[config.mk]
export PLATFORM = sky130hd
export DESIGN_NAME = lattice_energy_pipe_flat
export DESIGN_NICKNAME = d
export VERILOG_FILES = /design/src/rtl/lattice_energy_pkg.sv /design/src/rtl/lattice_energy_pipe_if.sv /design/src/rtl/lattice_energy_adder_tree.sv /design/src/rtl/lattice_energy_pipe.sv /design/src/flat_wrapper.sv
export SDC_FILE = /design/constraint.sdc
export NUM_CORES = 1
export LEC_CHECK = 0
export BUFFER_PORTS_ARGS = -buffer_cell sky130_fd_sc_hd__buf_2
export CAP_MARGIN = 30
export CELL_PAD_IN_SITES_DETAIL_PLACEMENT = 0
export CELL_PAD_IN_SITES_GLOBAL_PLACEMENT = 1
export CORE_ASPECT_RATIO = 0.9
export CORE_UTILIZATION = 35
export CTS_BUF_LIST = sky130_fd_sc_hd__clkbuf_16
export DETAILED_ROUTE_END_ITERATION = 8
export PLACE_DENSITY = 0.64
export SLEW_MARGIN = 15
export SYNTH_ARGS = -nofsm -noshare
export SYNTH_HDL_FRONTEND = slang
export SYNTH_HIERARCHICAL = 1
export SYNTH_SLANG_ARGS = --single-unit
[constraint.sdc]
create_clock -name clk_i -period 4.67 [get_ports clk_i]
set_clock_uncertainty 0.05 [all_clocks]
set_input_delay 0.934 -clock clk_i [delete_from_list [all_inputs] [get_ports clk_i]]
set_output_delay 0.934 -clock clk_i [all_outputs]
set_load 0.1 [all_outputs]
[src/rtl/lattice_energy_pkg.sv]
// Shared constants, boundary-mode type and width helpers for the lattice energy pipeline.
package lattice_energy_pkg;

  localparam int unsigned DEF_NUM_TYPES      = 3;
  localparam int unsigned DEF_DATA_WIDTH     = 4;
  localparam int unsigned DEF_LATTICE_LENGTH = 11;
  localparam int unsigned DEF_TAG_WIDTH      = 6;
  localparam int unsigned DEF_POP_SIZE       = 50;
  localparam int unsigned DEF_ENERGY_WIDTH   = 10;

  typedef enum logic {
    BND_OPEN     = 1'b0,
    BND_PERIODIC = 1'b1
  } boundary_e;

  // Minimum output width that holds the worst-case energy without wrap.
  function automatic int unsigned energy_width(input int unsigned lattice_length,
                                               input int unsigned data_width);
    return $clog2(3 * lattice_length * ((1 << data_width) - 1) + 1);
  endfunction

  // Number of neighbour pairs summed: the wrap pair (L-1,0) exists only when periodic.
  function automatic int unsigned pair_count(input int unsigned lattice_length,
                                             input boundary_e   mode);
    return (mode == BND_PERIODIC) ? lattice_length : lattice_length - 1;
  endfunction

endpackage

[src/rtl/lattice_energy_pipe_if.sv]
// Individual-in / result-out handshake bundle of the lattice energy pipeline.
interface lattice_energy_pipe_if #(
  parameter int unsigned DATA_WIDTH     = 4,
  parameter int unsigned LATTICE_LENGTH = 11,
  parameter int unsigned TAG_WIDTH      = 6,
  parameter int unsigned ENERGY_WIDTH   = 10
);
  logic                                 in_valid_i;
  logic                                 in_ready_o;
  logic [LATTICE_LENGTH*DATA_WIDTH-1:0] ind_vec_i;
  logic [TAG_WIDTH-1:0]                 ind_tag_i;
  logic                                 out_valid_o;
  logic                                 out_ready_i;
  logic [ENERGY_WIDTH-1:0]              energy_o;
  logic [TAG_WIDTH-1:0]                 tag_o;
  logic                                 last_o;
  logic                                 type_err_o;

  modport slave (
    input  in_valid_i, ind_vec_i, ind_tag_i, out_ready_i,
    output in_ready_o, out_valid_o, energy_o, tag_o, last_o, type_err_o
  );

  modport master (
    output in_valid_i, ind_vec_i, ind_tag_i, out_ready_i,
    input  in_ready_o, out_valid_o, energy_o, tag_o, last_o, type_err_o
  );
endinterface

[src/rtl/lattice_energy_adder_tree.sv]
// Combinational sum of N packed unsigned terms, each zero-extended to OUT_W.
module lattice_energy_adder_tree #(
  parameter int unsigned N     = 2,
  parameter int unsigned IN_W  = 4,
  parameter int unsigned OUT_W = 10
) (
  input  logic [N*IN_W-1:0] terms_i,
  output logic [OUT_W-1:0]  sum_o
);

  // Accumulate every term at full output width.
  always_comb begin
    sum_o = '0;
    for (int unsigned i = 0; i < N; i++) begin
      sum_o = sum_o + OUT_W'(terms_i[i*IN_W +: IN_W]);
    end
  end

endmodule

[src/rtl/lattice_energy_pipe.sv]
// Three-stage lattice energy evaluator: table lookup, partial sums, final sum.
module lattice_energy_pipe
  import lattice_energy_pkg::*;
#(
  parameter int unsigned NUM_TYPES      = DEF_NUM_TYPES,
  parameter int unsigned DATA_WIDTH     = DEF_DATA_WIDTH,
  parameter int unsigned LATTICE_LENGTH = DEF_LATTICE_LENGTH,
  parameter int unsigned TAG_WIDTH      = DEF_TAG_WIDTH,
  parameter int unsigned POP_SIZE       = DEF_POP_SIZE,
  parameter int unsigned ENERGY_WIDTH   = DEF_ENERGY_WIDTH
) (
  input  logic                                     clk_i,
  input  logic                                     rst_n,
  input  logic                                     cfg_we_i,
  input  logic [NUM_TYPES*DATA_WIDTH-1:0]           self_energy_i,
  input  logic [NUM_TYPES*NUM_TYPES*DATA_WIDTH-1:0] interact_i,
  input  logic                                     periodic_i,
  input  logic                                     pop_clr_i,
  lattice_energy_pipe_if.slave                     bus,
  output logic                                     idle_o,
  output logic                                     cfg_err_o
);

  localparam int unsigned DW = DATA_WIDTH;
  localparam int unsigned NT = NUM_TYPES;
  localparam int unsigned L  = LATTICE_LENGTH;
  localparam int unsigned EW = ENERGY_WIDTH;
  localparam int unsigned TW = TAG_WIDTH;
  localparam int unsigned CW = (POP_SIZE > 1) ? $clog2(POP_SIZE) : 1;

  logic [DW-1:0] se_q [NT];
  logic [DW-1:0] se_d [NT];
  logic [DW-1:0] ie_q [NT*NT];
  logic [DW-1:0] ie_d [NT*NT];
  boundary_e     mode_q, mode_d;
  logic          cfg_err_q, cfg_err_d, cfg_accept;

  logic [L-1:0]          lk_ok;
  logic [L*DW-1:0]       lk_se;
  logic [L*(DW+1)-1:0]   lk_ie;

  logic                  s1_valid_q, s1_valid_d, s1_err_q, s1_err_d;
  logic [L*DW-1:0]       s1_se_q, s1_se_d;
  logic [L*(DW+1)-1:0]   s1_ie_q, s1_ie_d;
  logic [TW-1:0]         s1_tag_q, s1_tag_d;
  logic                  s2_valid_q, s2_valid_d, s2_err_q, s2_err_d;
  logic [EW-1:0]         s2_se_q, s2_se_d, s2_ie_q, s2_ie_d;
  logic [TW-1:0]         s2_tag_q, s2_tag_d;
  logic                  out_valid_q, out_valid_d, err_q, err_d;
  logic [EW-1:0]         energy_q, energy_d;
  logic [TW-1:0]         tag_q, tag_d;
  logic [CW-1:0]         cnt_q, cnt_d;

  logic [EW-1:0]         se_sum, ie_sum, total;
  logic                  advance;

  assign advance        = ~(out_valid_q & ~bus.out_ready_i);
  assign bus.in_ready_o = advance;
  assign idle_o         = ~(s1_valid_q | s2_valid_q | out_valid_q);
  assign cfg_accept     = cfg_we_i & idle_o & ~bus.in_valid_i;
  assign cfg_err_o      = cfg_err_q;

  assign bus.out_valid_o = out_valid_q;
  assign bus.energy_o    = energy_q;
  assign bus.tag_o       = tag_q;
  assign bus.type_err_o  = err_q;
  assign bus.last_o      = out_valid_q & (cnt_q == CW'(POP_SIZE - 1));

  // Table/mode load, only while the pipeline is empty and no individual is offered.
  always_comb begin
    se_d      = se_q;
    ie_d      = ie_q;
    mode_d    = mode_q;
    cfg_err_d = cfg_we_i & ~cfg_accept;
    if (cfg_accept) begin
      for (int unsigned t = 0; t < NT; t++) se_d[t] = self_energy_i[t*DW +: DW];
      for (int unsigned k = 0; k < NT*NT; k++) ie_d[k] = interact_i[k*DW +: DW];
      mode_d = periodic_i ? BND_PERIODIC : BND_OPEN;
    end
  end

  // Per-site SE and per-pair doubled IE lookup; out-of-range codes match no type and read 0.
  always_comb begin
    logic [DW-1:0] ie_v;
    int unsigned   nb;
    lk_ok = '0;
    lk_se = '0;
    lk_ie = '0;
    for (int unsigned i = 0; i < L; i++) begin
      for (int unsigned t = 0; t < NT; t++) begin
        if (bus.ind_vec_i[i*DW +: DW] == DW'(t)) begin
          lk_ok[i]          = 1'b1;
          lk_se[i*DW +: DW] = se_q[t];
        end
      end
    end
    for (int unsigned p = 0; p < L; p++) begin
      nb   = (p == L - 1) ? 0 : p + 1;
      ie_v = '0;
      if (p < pair_count(L, mode_q)) begin
        for (int unsigned ta = 0; ta < NT; ta++) begin
          for (int unsigned tb = 0; tb < NT; tb++) begin
            if (bus.ind_vec_i[p*DW +: DW] == DW'(ta) && bus.ind_vec_i[nb*DW +: DW] == DW'(tb))
              ie_v = ie_q[ta*NT + tb];
          end
        end
      end
      lk_ie[p*(DW+1) +: DW+1] = {ie_v, 1'b0};
    end
  end

  lattice_energy_adder_tree #(.N(L), .IN_W(DW), .OUT_W(EW)) u_se_tree (
    .terms_i(s1_se_q), .sum_o(se_sum)
  );

  lattice_energy_adder_tree #(.N(L), .IN_W(DW+1), .OUT_W(EW)) u_ie_tree (
    .terms_i(s1_ie_q), .sum_o(ie_sum)
  );

  lattice_energy_adder_tree #(.N(2), .IN_W(EW), .OUT_W(EW)) u_final_tree (
    .terms_i({s2_ie_q, s2_se_q}), .sum_o(total)
  );

  // Lock-step stage advance: a stall holds every stage, bubbles included.
  always_comb begin
    s1_valid_d = s1_valid_q; s1_se_d = s1_se_q; s1_ie_d = s1_ie_q;
    s1_tag_d   = s1_tag_q;   s1_err_d = s1_err_q;
    s2_valid_d = s2_valid_q; s2_se_d = s2_se_q; s2_ie_d = s2_ie_q;
    s2_tag_d   = s2_tag_q;   s2_err_d = s2_err_q;
    out_valid_d = out_valid_q; energy_d = energy_q; tag_d = tag_q; err_d = err_q;
    if (advance) begin
      s1_valid_d = bus.in_valid_i; s1_se_d = lk_se; s1_ie_d = lk_ie;
      s1_tag_d   = bus.ind_tag_i;  s1_err_d = ~&lk_ok;
      s2_valid_d = s1_valid_q; s2_se_d = se_sum; s2_ie_d = ie_sum;
      s2_tag_d   = s1_tag_q;   s2_err_d = s1_err_q;
      out_valid_d = s2_valid_q; energy_d = total; tag_d = s2_tag_q; err_d = s2_err_q;
    end
  end

  // Result counter: clear takes priority over a coincident output handshake.
  always_comb begin
    cnt_d = cnt_q;
    if (pop_clr_i) begin
      cnt_d = '0;
    end else if (out_valid_q & bus.out_ready_i) begin
      cnt_d = (cnt_q == CW'(POP_SIZE - 1)) ? '0 : cnt_q + CW'(1);
    end
  end

  // Configuration and counter state.
  always_ff @(posedge clk_i or negedge rst_n) begin
    if (!rst_n) begin
      for (int unsigned t = 0; t < NT; t++) se_q[t] <= '0;
      for (int unsigned k = 0; k < NT*NT; k++) ie_q[k] <= '0;
      mode_q    <= BND_OPEN;
      cfg_err_q <= 1'b0;
      cnt_q     <= '0;
    end else begin
      se_q      <= se_d;
      ie_q      <= ie_d;
      mode_q    <= mode_d;
      cfg_err_q <= cfg_err_d;
      cnt_q     <= cnt_d;
    end
  end

  // Pipeline registers; reset drops any in-flight individual.
  always_ff @(posedge clk_i or negedge rst_n) begin
    if (!rst_n) begin
      s1_valid_q <= 1'b0; s1_se_q <= '0; s1_ie_q <= '0; s1_tag_q <= '0; s1_err_q <= 1'b0;
      s2_valid_q <= 1'b0; s2_se_q <= '0; s2_ie_q <= '0; s2_tag_q <= '0; s2_err_q <= 1'b0;
      out_valid_q <= 1'b0; energy_q <= '0; tag_q <= '0; err_q <= 1'b0;
    end else begin
      s1_valid_q <= s1_valid_d; s1_se_q <= s1_se_d; s1_ie_q <= s1_ie_d;
      s1_tag_q   <= s1_tag_d;   s1_err_q <= s1_err_d;
      s2_valid_q <= s2_valid_d; s2_se_q <= s2_se_d; s2_ie_q <= s2_ie_d;
      s2_tag_q   <= s2_tag_d;   s2_err_q <= s2_err_d;
      out_valid_q <= out_valid_d; energy_q <= energy_d; tag_q <= tag_d; err_q <= err_d;
    end
  end

endmodule

[src/flat_wrapper.sv]
// flat-port wrapper written by rule: the top's interface ports become plain ports
module lattice_energy_pipe_flat import lattice_energy_pkg::*;
#(
  parameter int unsigned NUM_TYPES      = DEF_NUM_TYPES,
  parameter int unsigned DATA_WIDTH     = DEF_DATA_WIDTH,
  parameter int unsigned LATTICE_LENGTH = DEF_LATTICE_LENGTH,
  parameter int unsigned TAG_WIDTH      = DEF_TAG_WIDTH,
  parameter int unsigned POP_SIZE       = DEF_POP_SIZE,
  parameter int unsigned ENERGY_WIDTH   = DEF_ENERGY_WIDTH
)
  (clk_i, rst_n, cfg_we_i, self_energy_i, interact_i, periodic_i, pop_clr_i, idle_o, cfg_err_o, bus_in_valid_i, bus_ind_vec_i, bus_ind_tag_i, bus_out_ready_i, bus_in_ready_o, bus_out_valid_o, bus_energy_o, bus_tag_o, bus_last_o, bus_type_err_o);
  lattice_energy_pipe_if #(.DATA_WIDTH(DATA_WIDTH), .LATTICE_LENGTH(LATTICE_LENGTH), .TAG_WIDTH(TAG_WIDTH), .ENERGY_WIDTH(ENERGY_WIDTH)) bus_i ();
  input  logic clk_i;
  input  logic rst_n;
  input  logic cfg_we_i;
  input  logic [NUM_TYPES*DATA_WIDTH-1:0] self_energy_i;
  input  logic [NUM_TYPES*NUM_TYPES*DATA_WIDTH-1:0] interact_i;
  input  logic periodic_i;
  input  logic pop_clr_i;
  output logic idle_o;
  output logic cfg_err_o;
  input wire logic [$bits(bus_i.in_valid_i)-1:0] bus_in_valid_i;
  input wire logic [$bits(bus_i.ind_vec_i)-1:0] bus_ind_vec_i;
  input wire logic [$bits(bus_i.ind_tag_i)-1:0] bus_ind_tag_i;
  input wire logic [$bits(bus_i.out_ready_i)-1:0] bus_out_ready_i;
  output wire logic [$bits(bus_i.in_ready_o)-1:0] bus_in_ready_o;
  output wire logic [$bits(bus_i.out_valid_o)-1:0] bus_out_valid_o;
  output wire logic [$bits(bus_i.energy_o)-1:0] bus_energy_o;
  output wire logic [$bits(bus_i.tag_o)-1:0] bus_tag_o;
  output wire logic [$bits(bus_i.last_o)-1:0] bus_last_o;
  output wire logic [$bits(bus_i.type_err_o)-1:0] bus_type_err_o;
  assign bus_i.in_valid_i = bus_in_valid_i;
  assign bus_i.ind_vec_i = bus_ind_vec_i;
  assign bus_i.ind_tag_i = bus_ind_tag_i;
  assign bus_i.out_ready_i = bus_out_ready_i;
  assign bus_in_ready_o = bus_i.in_ready_o;
  assign bus_out_valid_o = bus_i.out_valid_o;
  assign bus_energy_o = bus_i.energy_o;
  assign bus_tag_o = bus_i.tag_o;
  assign bus_last_o = bus_i.last_o;
  assign bus_type_err_o = bus_i.type_err_o;
  lattice_energy_pipe #(.NUM_TYPES(NUM_TYPES), .DATA_WIDTH(DATA_WIDTH), .LATTICE_LENGTH(LATTICE_LENGTH), .TAG_WIDTH(TAG_WIDTH), .POP_SIZE(POP_SIZE), .ENERGY_WIDTH(ENERGY_WIDTH)) u_core (.clk_i(clk_i), .rst_n(rst_n), .cfg_we_i(cfg_we_i), .self_energy_i(self_energy_i), .interact_i(interact_i), .periodic_i(periodic_i), .pop_clr_i(pop_clr_i), .bus(bus_i), .idle_o(idle_o), .cfg_err_o(cfg_err_o));
endmodule
* Word level (Yosys, flattened, before mapping)
Index checks and enable logic that the tools add are counted.
** Storage, ports and cells
- Logic and storage cells :: 392
- Output and inout bits :: 22
- Input bits :: 105
- Flip-flop bits (word level) :: 198
** Cells by class
- Bitwise operators :: 13
- Reductions and logical operators :: 113
- Add/sub/neg operators :: 22
- Mux-type cells :: 181
- Equality and inequality tests :: 23
- Magnitude comparators :: 11
** Operators with widths (number)
- 4-bit 2-to-1 mux :: 143
- 1-bit logical AND :: 99
- 4-bit by 32-bit < comparator with 1-bit output (first input constant) :: 2
- 10-bit by 5-bit adder with 10-bit output :: 5
- 4-bit by 1-bit equality test with 1-bit output (second input constant) :: 11
- 4-bit by 2-bit equality test with 1-bit output (second input constant) :: 11
- 4-bit zero test :: 11
- 10-bit by 4-bit adder with 10-bit output :: 4
- 1-bit 2-to-1 mux :: 35
- 6-bit 2-to-1 mux :: 3
- 3-bit by 4-bit < comparator with 1-bit output (first input constant) :: 4
- 11-bit AND reduction :: 1
- 10-bit adder :: 1
- 9-bit by 4-bit adder with 10-bit output :: 1
- 9-bit by 5-bit adder with 10-bit output :: 1
- 8-bit by 4-bit adder with 9-bit output :: 1
- 8-bit by 5-bit adder with 9-bit output :: 1
- 7-bit by 4-bit adder with 8-bit output :: 1
- 7-bit by 5-bit adder with 8-bit output :: 1
- 1-bit by 4-bit < comparator with 1-bit output (first input constant) :: 2
- 2-bit by 4-bit < comparator with 1-bit output (first input constant) :: 2
- 6-bit by 4-bit adder with 7-bit output :: 1
- 6-bit by 5-bit adder with 7-bit output :: 1
- 5-bit by 4-bit adder with 6-bit output :: 1
- other kinds (10) :: 20

* Depth between registers and ports, before layout
Gate-level depths: netlist of run 1.
- Word-level depth :: 12
- Mapped depth :: 16
- Mapped depth without buffers :: 16

* Modules after synthesis
The synthesis of run 1 kept the hierarchy.
** Modules (own cells, without submodules)
- lattice_energy_pipe :: cells each 1577, times used 1, area each 12931.2 um^2, sequential area each 4954.8 um^2
- lattice_energy_adder_tree at u_core.u_ie_tree :: cells each 146, times used 1, area each 1451.4 um^2, sequential area each 0.0 um^2
- lattice_energy_adder_tree at u_core.u_se_tree :: cells each 111, times used 1, area each 1124.8 um^2, sequential area each 0.0 um^2
- lattice_energy_adder_tree at u_core.u_final_tree :: cells each 51, times used 1, area each 385.4 um^2, sequential area each 0.0 um^2

* Least setup slack after synthesis of run 1
Ideal clock, no wire load.
- Kind :: reg-to-reg
- Start :: register u_core.s1_se_q[2]
- End :: register u_core.s2_se_q[6]
- Arrival :: 4.206 ns
- Buffers on the path :: 0
- Setup time :: 0.065 ns
- Clock period less this slack :: 4.321 ns
- Path slack :: 0.349 ns
- Cell stages (with the launch flop) :: 16
- Data required time :: 4.555 ns
- Path through :: dfrtp_1 -> fa_1 -> inv_1 -> fa_1 -> fa_1 -> fa_1 -> inv_1 -> fa_1 -> ha_1 -> inv_1 -> fa_1 -> nand2b_1 -> a21oi_1 -> xor2_1 -> nand2_1 -> nand2_1
** On the way
- Cells in the longest elaborated chain, start to end :: 10
** RTL lines
- start: declaration :: RTL line lattice_energy_pipe.sv:43 : logic [L*DW-1:0] s1_se_q, s1_se_d;
- start signal: assignment :: RTL line lattice_energy_pipe.sv:174 : s1_valid_q <= s1_valid_d; s1_se_q <= s1_se_d; s1_ie_q <= s1_ie_d;
- 4-bit by 4-bit adder with 5-bit output :: RTL line lattice_energy_adder_tree.sv:15 : sum_o = sum_o + OUT_W'(terms_i[i*IN_W +: IN_W]);
- 5-bit by 4-bit adder with 6-bit output :: RTL line lattice_energy_adder_tree.sv:15
- 6-bit by 4-bit adder with 7-bit output :: RTL line lattice_energy_adder_tree.sv:15
- 7-bit by 4-bit adder with 8-bit output :: RTL line lattice_energy_adder_tree.sv:15
- 8-bit by 4-bit adder with 9-bit output :: RTL line lattice_energy_adder_tree.sv:15
- 9-bit by 4-bit adder with 10-bit output :: RTL line lattice_energy_adder_tree.sv:15
- 10-bit by 4-bit adder with 10-bit output (4 in series) :: RTL line lattice_energy_adder_tree.sv:15
- net u_core.se_sum[6] :: RTL line lattice_energy_pipe.sv:54 : logic [EW-1:0] se_sum, ie_sum, total;
- end signal: assignment :: RTL line lattice_energy_pipe.sv:176 : s2_valid_q <= s2_valid_d; s2_se_q <= s2_se_d; s2_ie_q <= s2_ie_d;
- end: declaration :: RTL line lattice_energy_pipe.sv:47 : logic [EW-1:0] s2_se_q, s2_se_d, s2_ie_q, s2_ie_d;
The timed path passes the listed nets, and every way through them passes these cells.
A chain may end at the register's enable or synchronous reset.

* Final worst setup path of run 1
- Start :: register u_core.s1_ie_q[3]
- End :: register u_core.s2_ie_q[8]
** On the way
- Cells in the longest elaborated chain, start to end :: 10
** RTL lines
- start: declaration :: RTL line lattice_energy_pipe.sv:44 : logic [L*(DW+1)-1:0] s1_ie_q, s1_ie_d;
- start signal: assignment :: RTL line lattice_energy_pipe.sv:174
- 5-bit by 5-bit adder with 6-bit output :: RTL line lattice_energy_adder_tree.sv:15
- 6-bit by 5-bit adder with 7-bit output :: RTL line lattice_energy_adder_tree.sv:15
- 7-bit by 5-bit adder with 8-bit output :: RTL line lattice_energy_adder_tree.sv:15
- 8-bit by 5-bit adder with 9-bit output :: RTL line lattice_energy_adder_tree.sv:15
- 9-bit by 5-bit adder with 10-bit output :: RTL line lattice_energy_adder_tree.sv:15
- 10-bit by 5-bit adder with 10-bit output (5 in series) :: RTL line lattice_energy_adder_tree.sv:15
- net u_core.ie_sum[8] :: RTL line lattice_energy_pipe.sv:54
- end signal: assignment :: RTL line lattice_energy_pipe.sv:176
- end: declaration :: RTL line lattice_energy_pipe.sv:47
The timed path passes the listed nets, and every way through them passes these cells.

==> results of run 1 <==
==> stage by stage <==
step | utilization, % | hold slack, ns | cell area [um^2]
floorplan | - | 0.389 | 15900
global placement | 38.3 | 0.396 | 17000
detailed placement | 38.3 | 0.401 | 17000
CTS | 39.6 | 0.421 | 17600
global route | 39.6 | 0.443 | 17600
finish | 39.6 | 0.417 | 17600
==> cell families (layout without fill, tap and decap cells) <==
| kind of cell | Yosys count | in the layout | share of synthesized area (%) |
|---|---|---|---|
| other cells | 3 | 15 | 0.0708 |
| simple gates | 614 | 614 | 17.8 |
| mux | 125 | 125 | 8.46 |
| buf+inv | 291 | 324 | 7.06 |
| compound gates | 524 | 524 | 21.8 |
| flops | 198 | 198 | 31.2 |
| fa+ha+maj | 116 | 116 | 12.8 |
| xor+xnor | 14 | 14 | 0.771 |
==> critical path: cells and delay by family (launching register included) <==
family	cells	cell delay [ns]
simple gates	2	0.10
compound gates	3	0.59
buf+inv	2	0.13
fa+ha+maj	6	3.12
flops	1	0.41
==> worst paths after layout <==
path,startpoint,endpoint,slack (ns),depth (start not counted)
max in group asynchronous,rst_n,u_core/s1_ie_q[53],3.01,2
hold / removal,u_core/bus.tag_o[5],u_core/bus.tag_o[5],0.42,2
setup reg to reg,u_core/s1_ie_q[3],u_core/s2_ie_q[8],0.17,13
setup / recovery,u_core/s1_ie_q[3],u_core/s2_ie_q[8],0.17,13
min in group asynchronous,rst_n,u_core/s2_tag_q[2],0.43,1
hold reg to reg,u_core/bus.tag_o[5],u_core/bus.tag_o[5],0.42,2
==> report_power, final <==
group / internal (mW) / total [mW] / switching [mW]
combinational: 3.25 / 7.99 / 4.74
clock: 0.703 / 1.47 / 0.769
sequential: 2.31 / 3.81 / 1.51
total: 6.26 / 13.3 / 7.01
==> layout make-up <==
cell class              instances  area, um^2
fillers                      4626       26900
repair buffers                160         932
diodes                          1        2.50
multi-input cells            1407        9920
well taps                     600         751
clock buffers                  17         425
flip-flops and latches        198        4950
inverters                     132         498
clock inverters                15         141
==> state kept, by name, indices dropped and copies added (netlist names) <==
| register | count |
|---|---|
| u_core/mode_q | 1 |
| u_core/s2_tag_q | 6 |
| u_core/s1_tag_q | 6 |
| u_core/s1_se_q | 44 |
| u_core/s2_se_q | 10 |
| u_core/s2_ie_q | 10 |
| u_core/cfg_err_o | 1 |
| u_core/s1_err_q | 1 |
| u_core/bus.energy_o | 10 |
| u_core/bus.tag_o | 6 |
| u_core/ie_q | 36 |
| u_core/s2_err_q | 1 |
| u_core/bus.out_valid_o | 1 |
| u_core/s1_valid_q | 1 |
| u_core/cnt_q | 6 |
| u_core/se_q | 12 |
| u_core/bus.type_err_o | 1 |
| u_core/s1_ie_q | 44 |
| u_core/s2_valid_q | 1 |
==> per-layer routing <==
| metal | global-route usage (%) | vias up |
|---|---|---|
| met3 | 7.65 | 109 |
| met5 | 0 | - |
| li1 | - | 6682 |
| met4 | 8.90 | 0 |
| met1 | 39.2 | 7263 |
| met2 | 38.2 | 675 |
==> synth_stat cells, drive strengths merged, types with 8 or more instances <==
master     n
a2bb2oi   12
a31oi     19
or3       14
o211ai    14
mux2i     50
nand2b    20
o221ai    13
a32oi      9
clkbuf   130
fa        78
nor2b     23
nand3     29
dfrtp    198
o22ai     20
a22o      18
a211oi    23
a21oi    102
o21ai    155
ha        38
a221oi    40
nor4b      9
nand2    261
a221o     19
or2        8
nor2     162
xnor2     10
nor3      49
o22a       8
mux2      75
and2       9
inv      132
buf       29
a22oi     34
==> timing repair <==
| item | 4_1_cts | 5_1_grt |
|---|---|---|
| resized for setup | 0 | 2 |
| buffers inserted | 0 | 0 |
| setup endpoints to repair | 0 | 2 |
==> results.ini, run 1 <==
[global_routing]
grt.total_usage_pct = 27.0
overflow = 0
grt_pass1_wl_um = 91300
grt_max_degree = 127
grt_pass1_vias = 14200
antenna_found_initial = 2

[setup_path]
setup.worst_path.class = flop to flop
arrival_ns = 4.83
cpMostUsedCell = fa_1
path_cells = fa_1, inv_1, fa_1, fa_1, fa_1, fa_1, inv_1, fa_1, a211oi_1, o21bai_1, a21o_2, nand2_1, nand2_1
slowest_delay_ns = 0.55
cp-start-kind = flop
endpoint_kind = flop
cp.required_ns = 5.00
crit_fanout = 3
crit_slowest_cell = fa_1

[routing]
drt_iter0_markers = 1742
post_drt_wl_per_cell_um = 24.2
wl_met1_um = 28000
dr_wl_met3_um = 5790
highest_layer = met4
drt_first_pass_iters = 8
wl_met2_um = 25700
antenna_left = 0
via_count = 14700
drc_errors = 0
via_per_inst = 5.82
wirelength_um = 61200

[placement]
dp_slack_ns = 0.126
portBuffers = 126
gp_congestion = 0.955
dp_hpwl_um = 43200
dp_cells = 2497

[finish]
layout_commonest_cell = nand2_1
instances_no_fill = 2530
area_growth_pct = 10.9
drive_above_1_share_pct = 15.7
nets = 2137
final_cell_mix = nand2_1, dfrtp_1, nor2_1, o21ai_0, inv_1

[timing]
tns_ns = 0
worst_slack_ns = 0.171
period_minus_slack_ns = 4.50
max_freq_ghz = 0.222
finalMaxSlewViolations = 0
setup_viol = 0
worst_pin_slew_ns = 1.05
slew_headroom_pct = 29.7
rsz0062_at_grt = no
finalCritPeriodShare_pct = 96.3
hold_violations = 0

[clocking]
cts_tree = done
clk_pin_slew_ns = 0.08
clock-sinks = 198
root_buffer = clkbuf_16
cts_made_buffers = 17
clock_latency_ns = 0.49
h-tree-depth = 4
holdBufCountCts = 0
clock_path_buffers = 2

[yosys]
synth_edf_count = 0
synth_ff_type = dfrtp_1
yosysUniqueCellTypes = 75
async_flop_share_pct = 100
syn_avg_cell_area_um2 = 8.43
ys_warn_count = 6
postSynthCellCount = 1885
ys_seq_area_share_pct = 31.2
synthTopCellsByArea = dfrtp_1, fa_1, nand2_1
yosysTopAreaCellShare_pct = 31.2
syn-cell-area_um2 = 15900
synth-seq-cells = 198
synth_area_leader_cell = dfrtp_1

[floorplan]
die-area_um2 = 46300
row_count = 73
core_um2 = 44500
initial_core_util_pct = 35.7
die_h_um = 204
ios = 127
die_w_um = 227

[outcome]
status = completed

[power]
power_mw = 13.3
leakagePower_nw = 7.80
ir_drop_mv = 0.743
power_density_nw_per_um2 = 753

[min_path]
min_path_type = flop to flop

[run]
maxCapViolations = 0

No activity file was read; power rests on OpenSTA's default activity.
==> run 2, diff against run 1 <==
--- a/config.mk
+++ b/config.mk
@@ -7,7 +7,7 @@
 export LEC_CHECK = 0
 export BUFFER_PORTS_ARGS = -buffer_cell sky130_fd_sc_hd__buf_2
 export CAP_MARGIN = 30
-export CELL_PAD_IN_SITES_DETAIL_PLACEMENT = 0
+export CELL_PAD_IN_SITES_DETAIL_PLACEMENT = 1
 export CELL_PAD_IN_SITES_GLOBAL_PLACEMENT = 1
 export CORE_ASPECT_RATIO = 0.9
 export CORE_UTILIZATION = 35
==> results.ini, run 2 (same netlist as run 1, synthesis figures left out) <==
[finish]
insertedDiodeCount = 0  ; -1
top_regs = u_core/s1_ie_q (44), u_core/s1_se_q (44), u_core/ie_q (36)
area_growth_pct = 11.1
register_area_um2 = 4950  ; unchanged
drive_above_1_share_pct = 15.8  ; +0.16 points
layout_commonest_cell = nand2_1
instances_no_fill = 2529  ; -0.040%
nets = 2137  ; unchanged
multi_input_area_um2 = 9920  ; about the same
fillers = 5331  ; +15%
post-route-util_pct = 39.7  ; +0.096 points
final_cell_mix = nand2_1, dfrtp_1, nor2_1, o21ai_0, inv_1

[setup_path]
worst_r2r_startpoint = u_core/s1_ie_q[3]
endpoint_kind = flop
cpMostUsedCell = fa_1
slowest_delay_ns = 0.54  ; about the same
path_cells = fa_1, inv_1, fa_1, fa_1, fa_1, fa_1, inv_1, fa_1, a211oi_1, o21bai_1, a21o_2, nand2_1, nand2_1
r2r_cells = 13  ; unchanged
setup.worst_path.class = flop to flop
crit_fanout = 3  ; unchanged
crit_slowest_cell = fa_1
reg2reg_slack_ns = 0.18  ; about the same
critPathLaunch = u_core/s1_ie_q[3]
cp-start-kind = flop
cp.required_ns = 5.02  ; +0.02 ns
arrival_ns = 4.84  ; about the same

[run]
maxCapViolations = 0  ; unchanged

[clocking]
root_buffer = clkbuf_16
cts_tree = done
clk_pin_slew_ns = 0.08  ; about the same
clock-sinks = 198  ; unchanged
clock_path_buffers = 2  ; unchanged
h-tree-depth = 4  ; unchanged
cts_made_buffers = 17  ; unchanged
postCtsSetupBuffers = 0  ; unchanged
clock_latency_ns = 0.51  ; +0.02 ns

[min_path]
worstHoldStart = u_core/bus.tag_o[5]
whs_path_depth = 2  ; unchanged
min_path_type = flop to flop

[timing]
finalCritPeriodShare_pct = 96.2  ; -0.17 points
slew_headroom_pct = 31.9  ; +2.2 points
max_freq_ghz = 0.223  ; +0.18%
finalMaxSlewViolations = 0  ; unchanged
hold_violations = 0  ; unchanged
tns_ns = 0  ; unchanged
worst_pin_slew_ns = 1.01  ; -0.0330 ns
period_minus_slack_ns = 4.49  ; -0.00815 ns
setup_viol = 0  ; unchanged

[routing]
drt_iter0_markers = 1507  ; -13%
via_count = 15000  ; +2.0%
wirelength_um = 64300  ; +5.1%
post_drt_wl_per_cell_um = 25.4  ; +5.1%
antenna_left = 0  ; unchanged
drc_errors = 0  ; unchanged
via_per_inst = 5.94  ; +2.0%
drt_first_pass_iters = 5  ; -3

[placement]
dp_cells = 2497  ; unchanged
portBuffers = 126  ; unchanged
dp_hpwl_um = 45800  ; +6.0%
gp_congestion = 0.955  ; unchanged

[global_routing]
overflow = 0  ; unchanged
grt_pass1_vias = 15200  ; +7.1%
grt.total_usage_pct = 28.5  ; +1.5 points
grt_pass1_wl_um = 96600  ; +5.9%
grt_max_degree = 127  ; unchanged
antenna_found_initial = 1  ; -1

[floorplan]
row_count = 73  ; unchanged
die_h_um = 204  ; unchanged
die-area_um2 = 46300  ; unchanged
initial_core_util_pct = 35.7  ; unchanged
ios = 127  ; unchanged
core_um2 = 44500  ; unchanged
die_w_um = 227  ; unchanged

[power]
power_density_nw_per_um2 = 773  ; +2.5%
leakagePower_nw = 7.81  ; +0.18%
ir_drop_mv = 0.753  ; +1.3%
power_mw = 13.6  ; +2.8%

[outcome]
status = completed

-- run 2: cell types whose count changed in the layout (fill, tap and decap cells not counted), sizes merged --
cell,previous run,this run
clkinv,8,6
bufinv,0,1
clkinvlp,0,1
diode,1,0
-- run 2: final cells by class --
class	instances	area share (%)
multi-input combinational	1407	56.2
clock inverter	15	1.03
inverter	132	2.82
sequential	198	28.1
tap	600	4.25
clock buffer	17	2.41
timing repair buffer	160	5.28
-- run 2: repair_timing --
item	4_1_cts	5_1_grt
endpoints found under the setup margin	0	2
hold buffers	0	0
gates resized for setup	0	4
-- run 2: routing by layer --
layer	vias up	wire length, um	global-route usage (%)
met5	-	0	0
met4	0	2120	11.6
met3	118	4930	6.31
met2	603	27900	41.7
met1	7615	29300	40.4
li1	6688	-	-
-- run 2: where the power goes --
| part | total, mW | switching [mW] | internal, mW | leakage [nW] |
|---|---|---|---|---|
| Sequential | 3.82 | 1.52 | 2.30 | 2.51 |
| Combinational | 8.23 | 4.93 | 3.31 | 5.01 |
| Clock | 1.59 | 0.821 | 0.768 | 0.295 |
-- run 2: final timing paths --
kind / endpoint
max: u_core/s2_ie_q[8]
min: u_core/bus.tag_o[5]
max reg2reg: u_core/s2_ie_q[8]
min reg2reg: u_core/bus.tag_o[5]
max in group asynchronous: u_core/s1_ie_q[21]
min in group asynchronous: u_core/s1_valid_q
-- run 2: critical path: cells and delay by family (launching register included) --
kind	cells	cell delay [ns]
adder cells (fa/ha/maj)	6	3.10
AO/OA/AOI/OAI	3	0.61
flip-flops	1	0.40
buffers and inverters	2	0.13
AND/OR/NAND/NOR	2	0.10
-- run 2: stage by stage --
step	setup WS (ns)	instance area, um^2	hold slack [ns]
5_1_grt	-0.00393	17700	0.443
3_5_place_dp	0.0646	17000	0.402
2_1_floorplan	0.349	15900	0.389
3_3_place_gp	0.0995	17000	0.396
4_1_cts	0.0550	17700	0.422
6_report	0.180	17700	0.415
==> run 3, diff against run 2 <==
--- a/config.mk
+++ b/config.mk
@@ -17,5 +17,4 @@
 export SLEW_MARGIN = 15
 export SYNTH_ARGS = -nofsm -noshare
 export SYNTH_HDL_FRONTEND = slang
-export SYNTH_HIERARCHICAL = 1
 export SYNTH_SLANG_ARGS = --single-unit
==> results.ini, run 3 <==
[floorplan]
ios = 127  ; unchanged
initial_core_util_pct = 35.4  ; -0.28 points
die_w_um = 222  ; -2.2%
die_h_um = 200  ; -2.2%
die-area_um2 = 44300  ; -4.3%
row_count = 72  ; -1.4%
core_um2 = 42900  ; -3.6%

[timing]
setup_viol = 0  ; unchanged
max_freq_ghz = 0.223  ; +0.11%
finalCritPeriodShare_pct = 96.1  ; -0.10 points
worst_pin_slew_ns = 1.00  ; -0.00909 ns
slew_headroom_pct = 33.0  ; +1.1 points
period_minus_slack_ns = 4.49  ; -0.00477 ns
finalMaxSlewViolations = 0  ; unchanged
hold_violations = 0  ; unchanged
rsz0062_at_grt = yes
tns_ns = 0  ; unchanged

[finish]
final_cell_mix = nand2_1, dfrtp_1, nor2_1, inv_1, buf_2
layout_commonest_cell = nand2_1
insertedDiodeCount = 0  ; unchanged
top_regs = u_core.s1_ie_q (44), u_core.s1_se_q (44), u_core.ie_q (36)
nets = 2014  ; -5.8%
area_growth_pct = 10.9
fillers = 5076  ; -4.8%
drive_above_1_share_pct = 15.3  ; -0.52 points

[power]
ir_drop_mv = 0.471  ; -37%
power_density_nw_per_um2 = 643  ; -17%
power_mw = 10.8  ; -21%
leakagePower_nw = 7.47  ; -4.5%

[setup_path]
r2r_cells = 15  ; +2
crit_slowest_cell = fa_1
worst_r2r_startpoint = u_core.s1_se_q[26]
path_cells = fa_1, fa_1, fa_1, fa_1, inv_1, fa_1, inv_1, ha_1, inv_1, fa_2, inv_1, a21o_1, a21oi_2, xnor2_1, a21oi_1
setup.worst_path.class = flop to flop
slowest_delay_ns = 0.63  ; +0.09 ns
cpMostUsedCell = fa_1
critPathLaunch = u_core.s1_se_q[26]
endpoint_kind = flop
crit_fanout = 2  ; -1
endpoint = u_core.s2_se_q[6]
arrival_ns = 4.76  ; -0.08 ns
reg2reg_slack_ns = 0.18  ; about the same
cp-start-kind = flop
cp.required_ns = 4.95  ; -0.07 ns
timing.rr.end = u_core.s2_se_q[6]

[outcome]
status = completed

[clocking]
clock_latency_ns = 0.49  ; -0.02 ns
cts_made_buffers = 17  ; unchanged
clock-sinks = 194  ; -2.0%
root_buffer = clkbuf_16
post_cts_resized = 0  ; unchanged
holdBufCountCts = 0  ; unchanged
clock_path_buffers = 2  ; unchanged
clk_pin_slew_ns = 0.08  ; about the same
cts_tree = done
h-tree-depth = 4  ; unchanged
postCtsSetupBuffers = 0  ; unchanged

[routing]
drt_first_pass_iters = 6  ; +1
antenna_left = 0  ; unchanged
post_drt_wl_per_cell_um = 25.1  ; -1.4%
drt_iter0_markers = 1306  ; -13%
via_count = 14100  ; -6.0%
drc_errors = 0  ; unchanged
wirelength_um = 59500  ; -7.5%
via_per_inst = 5.95  ; +0.16%

[run]
maxCapViolations = 0  ; unchanged

[yosys]
ys_seq_area_share_pct = 31.9  ; +0.76 points
async_flop_share_pct = 100  ; unchanged
synthTopCellsByCount = nand2_1, dfrtp_1, nor2_1
yosysTopAreaCellShare_pct = 31.9  ; +0.76 points
yosysMostFrequentCell = nand2_1
syn-cell-area_um2 = 15200  ; -4.4%
synth-seq-cells = 194  ; -2.0%
syn_avg_cell_area_um2 = 8.51  ; +0.95%
yosysUniqueCellTypes = 69  ; -8.0%
synth_ff_type = dfrtp_1
synth_area_leader_cell = dfrtp_1
ys_warn_count = 0  ; -6
synth_edf_count = 0  ; unchanged
synth_nets = 1995
synthTopCellsByArea = dfrtp_1, fa_1, nand2_1
postSynthCellCount = 1786  ; -5.3%

[global_routing]
grt_pass1_vias = 14100  ; -7.4%
overflow = 0  ; unchanged
grt_max_degree = 113  ; -11%
grt_pass1_wl_um = 90200  ; -6.7%
grt.total_usage_pct = 27.3  ; -1.2 points
antenna_found_initial = 0  ; -1

[placement]
portBuffers = 126  ; unchanged
gp_congestion = 0.946  ; -0.99%
dp_hpwl_um = 42600  ; -7.1%

[min_path]
min_path_type = flop to flop

## run 3: changes by cell type after synthesis, moves of 9 or more
| cell | before | now |
|---|---|---|
| mux2i_1 | 50 | 75 |
| o22ai_1 | 20 | 45 |
| o21ai_0 | 154 | 123 |
| nor3_1 | 46 | 25 |
| nand2b_1 | 20 | 10 |
| nand2_1 | 261 | 209 |
| a221oi_1 | 39 | 15 |
| nand3_1 | 29 | 16 |
| fa_1 | 78 | 69 |
| o21ai_1 | 0 | 34 |
| nor2b_1 | 22 | 13 |
| a221o_1 | 19 | 6 |
| mux2_2 | 75 | 63 |
## run 3: cell families after synthesis
kind of cell	after synthesis	synth area share [%]
muxes	141	9.83
and+or+nand+nor	520	16.0
xor gates and xnor gates	13	0.749
buffers and inverters	295	7.44
AOI/OAI and AO/OA	519	22.0
DFF	194	31.9
adders and majority gates	104	12.0
## run 3: area by class of cell
type / instances / area, um^2 / area share (%)
repair buffers: 157 / 895 / 5.31
well taps: 555 / 694 / 4.12
multi-input cells: 1297 / 9250 / 54.9
flip-flops and latches: 194 / 4850 / 28.8
clock buffers: 17 / 425 / 2.52
clock inverters: 15 / 210 / 1.25
inverters: 138 / 520 / 3.09
## run 3: worst min path at each step
stage | start | end | cells after the start
after floorplan | u_core.s1_tag_q[0] | u_core.s1_tag_q[0] | 2
final | u_core.bus.tag_o[3] | u_core.bus.tag_o[3] | 2
after detailed placement | u_core.bus.tag_o[5] | u_core.bus.tag_o[5] | 2
after global placement | u_core.bus.tag_o[4] | u_core.bus.tag_o[4] | 2
after global routing | u_core.s1_tag_q[5] | u_core.s1_tag_q[5] | 2
after CTS | u_core.bus.tag_o[5] | u_core.bus.tag_o[5] | 2
## run 3: critical path: cells and delay by family (launching register included)
kind            cells  cell delay [ns]
xor+xnor            1             0.15
fa+ha+maj           7             3.10
compound gates      3             0.43
flops               1             0.41
buf+inv             4             0.21
## run 3: power breakdown
group          internal, mW  leakage [nW]  switching, mW
sequential             2.22          2.47           1.42
combinational          2.17          4.69           3.38
clock                 0.905         0.306          0.756
## run 3: per-stage QoR
stage                     setup slack (ns)  instance area (um^2)  cells  hold WS (ns)  util, %
after CTS                           0.0890                 16800   2373         0.418     39.3
final                                0.184                 16900   2373         0.409     39.3
after floorplan                      0.272                 15200   1786         0.389        -
after global placement               0.132                 16200   2340         0.394     37.8
after global routing             0.0000551                 16900   2373         0.440     39.3
after detailed placement             0.108                 16200   2341         0.400     37.8
## run 3: per-layer routing
metal | global-route usage (%) | vias to the layer above | part of all wire, % | wire [um]
met4 | 9.16 | 0 | 3.3 | 1940
li1 | - | 6337 | - | -
met3 | 5.69 | 111 | 7.8 | 4650
met1 | 38.6 | 7094 | 46 | 27600
met2 | 41.6 | 578 | 43 | 25400
met5 | 0 | - | 0 | 0
